===== src/rtl/mem_arbiter.sv =====
// mem_arbiter
//   Arbitrates one single-port memory between an instruction-fetch port and
//   a load/store port. Load/store normally wins. A 2-bit starvation counter
//   hands the memory to a waiting fetch after three load/store wins in a row.
//   Each transfer is a grant cycle followed by BUSY cycles until mem_ready.
//   Completion is reported one cycle after mem_ready.
//
// Parameter
//   TIMEOUT_CYC  BUSY cycles without mem_ready before an abort (2..255).
//                It is only used when MEM_ARB_TIMEOUT_EN is defined.
//
// Build option
//   MEM_ARB_TIMEOUT_EN  When defined, a stalled transfer is aborted. The abort
//                       pulses err and the owning valid. Load data becomes
//                       32'hDEADBEEF. When undefined, err is tied low and BUSY
//                       waits for mem_ready indefinitely.
//
// Ports
//   clk, rst_n                     clock, synchronous active-low reset
//   if_req, if_addr                fetch request and word address
//   if_gnt, if_valid, if_rdata     fetch grant pulse, completion pulse, data
//   ls_req, ls_we, ls_addr,
//   ls_wdata                       load/store request (ls_we=1 is a store)
//   ls_gnt, ls_valid, ls_rdata     load/store grant pulse, completion, data
//   mem_en, mem_we, mem_addr,
//   mem_wdata, mem_rdata,
//   mem_ready                      single-port memory interface
//   busy                           high whenever a transfer is in progress
//   err                            one-cycle pulse on a timeout abort
module mem_arbiter #(
    parameter int TIMEOUT_CYC = 64
) (
    input  logic        clk,
    input  logic        rst_n,
    input  logic        if_req,
    input  logic [31:0] if_addr,
    output logic        if_gnt,
    output logic        if_valid,
    output logic [31:0] if_rdata,
    input  logic        ls_req,
    input  logic        ls_we,
    input  logic [31:0] ls_addr,
    input  logic [31:0] ls_wdata,
    output logic        ls_gnt,
    output logic        ls_valid,
    output logic [31:0] ls_rdata,
    output logic        mem_en,
    output logic        mem_we,
    output logic [31:0] mem_addr,
    output logic [31:0] mem_wdata,
    input  logic [31:0] mem_rdata,
    input  logic        mem_ready,
    output logic        busy,
    output logic        err
);

    localparam logic [1:0] S_IDLE    = 2'd0;
    localparam logic [1:0] S_BUSY_IF = 2'd1;
    localparam logic [1:0] S_BUSY_LS = 2'd2;

    localparam logic [31:0] ABORT_DATA = 32'hDEAD_BEEF;

    logic [1:0]  state_q,    state_d;
    logic [1:0]  starve_q,   starve_d;
    logic [31:0] addr_q,     addr_d;
    logic        we_q,       we_d;
    logic [31:0] wdata_q,    wdata_d;
    logic        if_gnt_q,   if_gnt_d;
    logic        ls_gnt_q,   ls_gnt_d;
    logic        if_valid_q, if_valid_d;
    logic        ls_valid_q, ls_valid_d;
    logic [31:0] if_rdata_q, if_rdata_d;
    logic [31:0] ls_rdata_q, ls_rdata_d;

    logic in_busy;
    logic abort;
    logic ls_wins;

    assign in_busy = (state_q != S_IDLE);

    // Load/store has priority unless a pending fetch has already lost three times.
    assign ls_wins = ls_req && !(if_req && (starve_q == 2'd3));

`ifdef MEM_ARB_TIMEOUT_EN
    localparam logic [7:0] TMO_LAST = 8'(TIMEOUT_CYC - 1);

    logic [7:0] tmo_q, tmo_d;
    logic       err_q, err_d;

    // tmo_q counts the BUSY cycles already spent without mem_ready. The abort
    // fires in the cycle that would be the TIMEOUT_CYC-th cycle without it.
    assign abort = in_busy && !mem_ready && (tmo_q == TMO_LAST);

    always_comb begin
        tmo_d = 8'd0;
        err_d = abort;
        if (in_busy && !mem_ready && !abort) begin
            tmo_d = tmo_q + 8'd1;
        end
    end

    always_ff @(posedge clk) begin
        if (!rst_n) begin
            tmo_q <= 8'd0;
            err_q <= 1'b0;
        end else begin
            tmo_q <= tmo_d;
            err_q <= err_d;
        end
    end

    assign err = err_q;
`else
    // Keeps the parameter referenced when the timeout logic is not built.
    logic unused_cfg;
    assign unused_cfg = ^8'(TIMEOUT_CYC);
    assign abort      = 1'b0;
    assign err        = 1'b0;
`endif

    always_comb begin
        state_d    = state_q;
        starve_d   = starve_q;
        addr_d     = addr_q;
        we_d       = we_q;
        wdata_d    = wdata_q;
        if_gnt_d   = 1'b0;
        ls_gnt_d   = 1'b0;
        if_valid_d = 1'b0;
        ls_valid_d = 1'b0;
        if_rdata_d = if_rdata_q;
        ls_rdata_d = ls_rdata_q;

        case (state_q)
            S_IDLE: begin
                if (ls_wins) begin
                    state_d  = S_BUSY_LS;
                    ls_gnt_d = 1'b1;
                    addr_d   = ls_addr;
                    we_d     = ls_we;
                    wdata_d  = ls_wdata;
                end else if (if_req) begin
                    state_d  = S_BUSY_IF;
                    if_gnt_d = 1'b1;
                    addr_d   = if_addr;
                    we_d     = 1'b0;
                end

                // The count only grows while a fetch is actually left waiting.
                if (!if_req || !ls_wins) begin
                    starve_d = 2'd0;
                end else if (starve_q != 2'd3) begin
                    starve_d = starve_q + 2'd1;
                end
            end

            S_BUSY_IF, S_BUSY_LS: begin
                if (mem_ready || abort) begin
                    state_d = S_IDLE;
                    if (state_q == S_BUSY_IF) begin
                        if_valid_d = 1'b1;
                        if_rdata_d = abort ? ABORT_DATA : mem_rdata;
                    end else begin
                        ls_valid_d = 1'b1;
                        // Stores complete without touching the load data register.
                        if (!we_q) begin
                            ls_rdata_d = abort ? ABORT_DATA : mem_rdata;
                        end
                    end
                end
            end

            default: state_d = S_IDLE;
        endcase
    end

    always_ff @(posedge clk) begin
        if (!rst_n) begin
            state_q    <= S_IDLE;
            starve_q   <= 2'd0;
            addr_q     <= 32'h0;
            we_q       <= 1'b0;
            wdata_q    <= 32'h0;
            if_gnt_q   <= 1'b0;
            ls_gnt_q   <= 1'b0;
            if_valid_q <= 1'b0;
            ls_valid_q <= 1'b0;
            if_rdata_q <= 32'h0;
            ls_rdata_q <= 32'h0;
        end else begin
            state_q    <= state_d;
            starve_q   <= starve_d;
            addr_q     <= addr_d;
            we_q       <= we_d;
            wdata_q    <= wdata_d;
            if_gnt_q   <= if_gnt_d;
            ls_gnt_q   <= ls_gnt_d;
            if_valid_q <= if_valid_d;
            ls_valid_q <= ls_valid_d;
            if_rdata_q <= if_rdata_d;
            ls_rdata_q <= ls_rdata_d;
        end
    end

    assign busy      = in_busy;
    assign mem_en    = in_busy;
    assign mem_we    = (state_q == S_BUSY_LS) && we_q;
    assign mem_addr  = addr_q;
    assign mem_wdata = wdata_q;
    assign if_gnt    = if_gnt_q;
    assign ls_gnt    = ls_gnt_q;
    assign if_valid  = if_valid_q;
    assign ls_valid  = ls_valid_q;
    assign if_rdata  = if_rdata_q;
    assign ls_rdata  = ls_rdata_q;

endmodule


===== config.mk =====
export PLATFORM = sky130hd
export DESIGN_NAME = mem_arbiter
export DESIGN_NICKNAME = d
export VERILOG_FILES = /design/src/rtl/mem_arbiter.sv
export SDC_FILE = /design/constraint.sdc
export NUM_CORES = 1
export LEC_CHECK = 0
export CAP_MARGIN = 20
export CORE_ASPECT_RATIO = 1.1
export CORE_UTILIZATION = 40
export CTS_BUF_LIST = sky130_fd_sc_hd__clkbuf_4
export CTS_CLUSTER_SIZE = 40
export DETAILED_ROUTE_END_ITERATION = 10
export GPL_ROUTABILITY_DRIVEN = 1
export GPL_TIMING_DRIVEN = 0
export PLACE_DENSITY = 0.81
export SYNTH_ARGS = -nofsm -noshare
export SYNTH_HDL_FRONTEND = slang
export SYNTH_SLANG_ARGS = --single-unit

===== constraint.sdc =====
create_clock -name clk -period 1.7 [get_ports clk]
set_input_delay 0.425 -clock clk [delete_from_list [all_inputs] [get_ports clk]]
set_output_delay 0.425 -clock clk [all_outputs]
set_load 0.05 [all_outputs]

==> results of run 1 <==
## cell usage in the layout, fill, tap and decap left out, types with 3 or more instances in the layout
| cell | n |
|---|---|
| clkbuf_1 | 13 |
| clkbuf_4 | 18 |
| buf_2 | 144 |
| clkbuf_16 | 3 |
| nand2_1 | 263 |
| bufinv_16 | 3 |
| clkinvlp_4 | 4 |
| buf_4 | 13 |
| nand2b_1 | 3 |
| ha_1 | 4 |
| o22ai_1 | 3 |
| buf_6 | 7 |
| clkbuf_2 | 5 |
| clkdlybuf4s50_1 | 132 |
| nor2_1 | 4 |
| clkdlybuf4s18_2 | 4 |
| o21ai_1 | 10 |
| a21boi_1 | 30 |
| buf_8 | 4 |
| a21boi_0 | 35 |
| dfxtp_1 | 135 |
| a31oi_1 | 32 |
| o21ai_0 | 22 |
| mux2i_1 | 32 |
| nand3_1 | 3 |
## cell families (layout without fill, tap and decap cells)
kind of cell    after synthesis  after routing
mux                          32             32
fa+ha+maj                     6              6
simple gates                282            282
other cells                   1              1
compound gates              137            137
buf+inv                      57            362
flops                       137            137
## stage by stage
step	utilization	total power (uW)	instance area, sq um
2_1_floorplan	-	5220	5470
3_3_place_gp	0.631	6220	8370
3_5_place_dp	0.631	6250	8370
4_1_cts	0.657	8390	8720
5_1_grt	0.622	8680	8260
6_report	0.622	8280	8260
## state kept, by name, indices dropped and copies added (netlist names)
register	count
if_gnt	1
if_rdata	32
if_valid	1
ls_gnt	1
ls_rdata	32
ls_valid	1
mem_addr	32
mem_wdata	32
starve_q	2
state_q	2
we_q	1
## power groups by stage
stage	combinational [uW]	sequential, uW	clock, uW
after detailed placement	2580	3670	0
after floorplan	696	4520	0
after global placement	2570	3660	0
final	2490	3590	2200
after CTS	2530	3600	2260
after global routing	2640	3620	2420
## layout make-up
type,count,area [sq um]
inverter,4,21.3
clock inverter,12,153
multi-input combinational,458,2480
tap,184,230
buffer,52,328
fill,1249,5010
clock buffer,18,135
sequential,137,2750
timing repair buffer,276,2170
## Yosys cell counts
library cell / n / area, sq um
o21ai_1: 10 / 50.1
clkbuf_1: 19 / 71.3
buf_1: 1 / 3.75
and3_1: 1 / 6.26
mux2i_1: 32 / 320
ha_1: 6 / 75.1
conb_1: 1 / 3.75
inv_1: 4 / 15.0
nor2_1: 4 / 15.0
a21bo_2: 1 / 10.0
and3b_1: 1 / 8.76
and2_1: 2 / 12.5
nand2_4: 1 / 11.3
nand3b_1: 1 / 7.51
buf_2: 22 / 110
nor4bb_1: 1 / 10.0
buf_4: 8 / 60.1
o21a_1: 1 / 7.51
a21boi_4: 1 / 18.8
buf_6: 3 / 33.8
nand3_1: 3 / 15.0
a21boi_1: 10 / 75.1
a21oi_1: 1 / 5.00
o22ai_1: 3 / 18.8
a21boi_0: 56 / 420
nor2b_1: 1 / 6.26
o21ai_0: 22 / 110
a31oi_1: 32 / 200
nand2_1: 263 / 987
nand2b_1: 3 / 18.8
nand4bb_1: 1 / 11.3
dfxtp_1: 137 / 2740
## worst max-delay path, cell delays in order (launching register included)
cell	delay, ps
dfxtp_2	350
inv_2	80
ha_4	160
clkinvlp_4	100
buf_6	130
buf_8	140
## per-layer routing
metal	track usage	part of all wire	routed length, um	vias to the layer above
met4	0.0635	0.012	195	0
li1	-	-	-	2736
met5	0	0	0	-
met1	0.279	0.42	6900	2458
met2	0.421	0.51	8430	198
met3	0.0662	0.063	1040	17
## how the worst min path moves through the flow
stage / from / to / slack (ps) / depth (start not counted)
floorplan: starve_q[1]$_SDFFE_PN0P_ / starve_q[1]$_SDFFE_PN0P_ / 460 / 2
global placement: ls_rdata[3]$_SDFFE_PN0P_ / ls_rdata[3]$_SDFFE_PN0P_ / 440 / 2
detailed placement: ls_rdata[3]$_SDFFE_PN0P_ / ls_rdata[3]$_SDFFE_PN0P_ / 440 / 2
CTS: ls_wdata[22] / mem_wdata[22]$_SDFFE_PN0P_ / 410 / 3
global route: ls_wdata[22] / mem_wdata[22]$_SDFFE_PN0P_ / 400 / 3
finish: ls_wdata[22] / mem_wdata[22]$_SDFFE_PN0P_ / 450 / 3
## what timing repair did
item / 4_1_cts / 5_1_grt
pin swaps: 1 / 2
gates resized for setup: 509 / 219
setup buffers: 5 / 1
cloned: 0 / 3
setup endpoints to repair: 174 / 182
==> metrics, run 1 <==
outcome finished, violations left; failing checks negative setup slack; required time of the critical path roughly 1300 ps; diode count 0; vias in the first global route roughly 5300; I/O Pins between 200 and 300; drt total wl 16.6 mm; Simple-Gate Fraction of Synth Area 0.203; max cap viols 0; Die X ~110 um; clock network power share 0.266; Hold Fails Final Rpt 0; Synth Area in XOR/XNOR 0; highest clock rate 534 MHz; Area Overhead vs Synth 51.2%; share of layout cells above drive strength 1 0.235; post-detailed-route count of antenna-violating nets 0; Hold WS 453 ps; CTS Hold Bufs 0; CTS max path bufs 2; Worst Setup EP mem_en; DRC 0; hpwl dp 12.2 mm; main combinational cell family by area after synthesis simple AND/OR/NAND/NOR gates; Worst EP arrival 1450 ps; largest net degree at the start of global routing 17; vias per cell 4.74; CP max FO 3; leakage between 0.003 and 0.004 uW; first-pass GRT wire length 26.5 mm; Starting Density 0.412; Synth Area in Adders 0.0137; Syn Std Cell Area roughly 5500 sq um; R2R Path End ls_rdata[19]$_SDFFE_PN0P_; Critical Path Sink Type primary output; dpl cells 1103; wire per inst roughly 15 um; clock net sink count about 140; Yosys warning total 0; FF-to-FF setup slack ~40 ps; power per cell area between 1000 and 1500 nW/um^2; Comb power frac 0.300; Worst Setup Slack, final -172 ps; mux cell area share after synthesis 0.0586; Placer Congestion around 0.80; Clock transition at path regs ~120 ps; Critical path origin state_q[1]$_SDFFE_PN0P_; Synth Area per Inst 8.38 sq um; pre-CTS WS -455 ps; Hold Path Class in2reg; sw frac 0.352; DIE AREA roughly 14000 sq um; fin cells between 1000 and 1500; Layout Nets approximately 1100; # H-tree levels 4; clock latency on the worst-skew pair approximately 500 ps; via count about 5400; row count 44; reg2reg start state_q[1]$_SDFFE_PN0P_; cell count after synthesis 652; Sum Neg Setup Slack -433 ps; Die Height ~120 um; internal power ~5400 uW; Sequential Power Share 0.434; Yosys cell types 32; cts bufs inserted 17; grt total ovfl 0; Sw Pwr between 2000 and 3000 uW; Root Buffer clkbuf_4; initial DRC count roughly 310; final period utilization 1.10; peak supply drop 0.563 mV; unrepaired setup endpoints after global routing true; GR Util All Layers 0.238; Synth Area in Compound Gates 0.168; minimum clock period after layout roughly 1900 ps; post-synthesis sequential area ratio 0.502; CORE AREA 13300 sq um; Pre-antenna DRT Iters 4; final number of max-transition violations 0; Port Buf Inserts between 200 and 300; Startpoint Class register; syn_nets 792; skew final about 16 ps; FF-to-FF path depth 8; critical path class reg2out; Synth Register Bits roughly 140; setup violators final 3; CTS tree built; initial antenna violation count 0
(Power assumes the default switching activity.)
==> inputs of run 2 (changes only) <==
--- a/config.mk
+++ b/config.mk
@@ -13,7 +13,7 @@
 export DETAILED_ROUTE_END_ITERATION = 10
 export GPL_ROUTABILITY_DRIVEN = 1
 export GPL_TIMING_DRIVEN = 0
-export PLACE_DENSITY = 0.81
+export PLACE_DENSITY = 0.82
 export SYNTH_ARGS = -nofsm -noshare
 export SYNTH_HDL_FRONTEND = slang
 export SYNTH_SLANG_ARGS = --single-unit
==> run 2 against run 1 <==
Compared with the run above:
- clock skew rose by 3.7 ps
- critical endpoint unchanged
- the flow still finishes with violations (negative setup slack)
- via count up 0.11%
- critical path type unchanged
- combinational power fell by 2%
- highest routed layer unchanged
==> metrics, run 2 (synthesis gave the netlist of run 1 again) <==
outcome finished, violations left; failing checks negative setup slack; most common cell after layout, fill and taps aside nand2_1; Hold Path Class in2reg; unrepaired setup endpoints after global routing true; Hold Fails Final Rpt 0; initial DRC count 288; clock latency on the worst-skew pair 540 ps; wire per inst about 15 um; Pre-antenna DRT Iters 4; most frequent cells in the layout 263 x nand2_1, 150 x buf_2, 135 x dfxtp_1; # H-tree levels 4; first-pass GRT wire length about 27 mm; highest clock rate between 500 and 600 MHz; CTS tree built; minimum clock period after layout ~1900 ps; CORE AREA about 13000 sq um; CTS Hold Bufs 0; DRC 0; power per cell area 1030 nW/um^2; fin cells ~1100; dpl cell area about 8400 sq um; Placer Congestion a little under 0.8; peak supply drop around 0.49 mV; cts bufs inserted 17; Worst EP arrival roughly 1500 ps; drt total wl roughly 17 mm; fill cell count about 1300; critical path class reg2out; post-detailed-route count of antenna-violating nets 0; Root Buffer clkbuf_4; CP max FO 3; share of layout cells above drive strength 1 0.235; grt total ovfl 0; Layout Nets between 1000 and 1500; Die Height about 120 um; GR Util All Layers 0.242; max cap viols 0; vias per cell approximately 4.7; clock net sink count between 100 and 150; vias in the first global route around 5300; final number of max-transition violations 0; Design Area, Final roughly 8000 sq um; dpl cells between 1000 and 1500; I/O Pins 270; skew final slightly below 20 ps; Area Overhead vs Synth 50.0%; row count 44; Worst Setup Slack, final -220 ps; largest net degree at the start of global routing 17; Clock transition at path regs between 100 and 150 ps; Die X ~110 um; DIE AREA 14100 sq um; Port Buf Inserts about 270; hpwl dp about 12 mm; via count around 5400; pre-CTS WS -440 ps; setup violators final 3; initial antenna violation count 1; required time of the critical path 1270 ps; final period utilization 1.13; Critical Path Sink Type primary output; Starting Density 0.412; Startpoint Class register; leakage about 0.0036 uW; CTS max path bufs 2
[run 2: timing repair]
action / 4_1_cts / 5_1_grt
resized for setup: 691 / 32
endpoints found under the hold margin: 0 / 0
cloned: 3 / 0
pin swaps: 3 / 1
setup endpoints to repair: 186 / 72
buffers inserted: 4 / 1
[run 2: worst paths after layout]
| check | start | endpoint | slack, ps | cells past startpoint |
|---|---|---|---|---|
| worst max-delay path | state_q[0]$_SDFFE_PN0P_ | mem_en | -220 | 5 |
| worst min-delay path | ls_wdata[26] | mem_wdata[26]$_SDFFE_PN0P_ | 420 | 3 |
| worst max register to register | state_q[0]$_SDFFE_PN0P_ | mem_addr[7]$_SDFFE_PN0P_ | 40 | 7 |
| worst min register to register | ls_rdata[7]$_SDFFE_PN0P_ | ls_rdata[7]$_SDFFE_PN0P_ | 460 | 2 |
[run 2: per-stage QoR]
step	TNS (ps)	utilization	hold WS [ps]	total power (uW)
after global placement	-27330	0.631	439	6220
after global routing	-1340	0.618	357	8850
after detailed placement	-30690	0.631	447	6250
final	-599	0.618	420	8470
after floorplan	0	-	457	5220
after CTS	-747	0.615	379	8520
[run 2: where the power goes]
| part | internal [uW] | switching, uW |
|---|---|---|
| clock | 1190 | 1250 |
| sequential | 3470 | 120 |
| combinational | 837 | 1610 |
[run 2: cell type report]
type | count | area (sq um) | area share
Sequential cell | 137 | 2750 | 0.335
Multi-Input combinational cell | 458 | 2480 | 0.302
Timing Repair Buffer | 275 | 2080 | 0.254
Buffer | 51 | 308 | 0.0376
Tap cell | 184 | 230 | 0.0281
Clock inverter | 14 | 196 | 0.0240
Clock buffer | 18 | 135 | 0.0165
Inverter | 4 | 18.8 | 0.00229
Antenna cell | 1 | 2.50 | 0.000305
[run 2: routing by layer]
| metal | track usage | wire (um) |
|---|---|---|
| met2 | 0.433 | 8400 |
| met1 | 0.270 | 6830 |
| met5 | 0 | 0 |
| met3 | 0.0759 | 1120 |
| met4 | 0.0751 | 252 |
[run 2: critical path, stage by stage, from the launching register on]
cell and delay [ps]:
dfxtp_2 350, inv_2 80, ha_4 170, clkinvlp_4 100, buf_6 120, buf_8 140
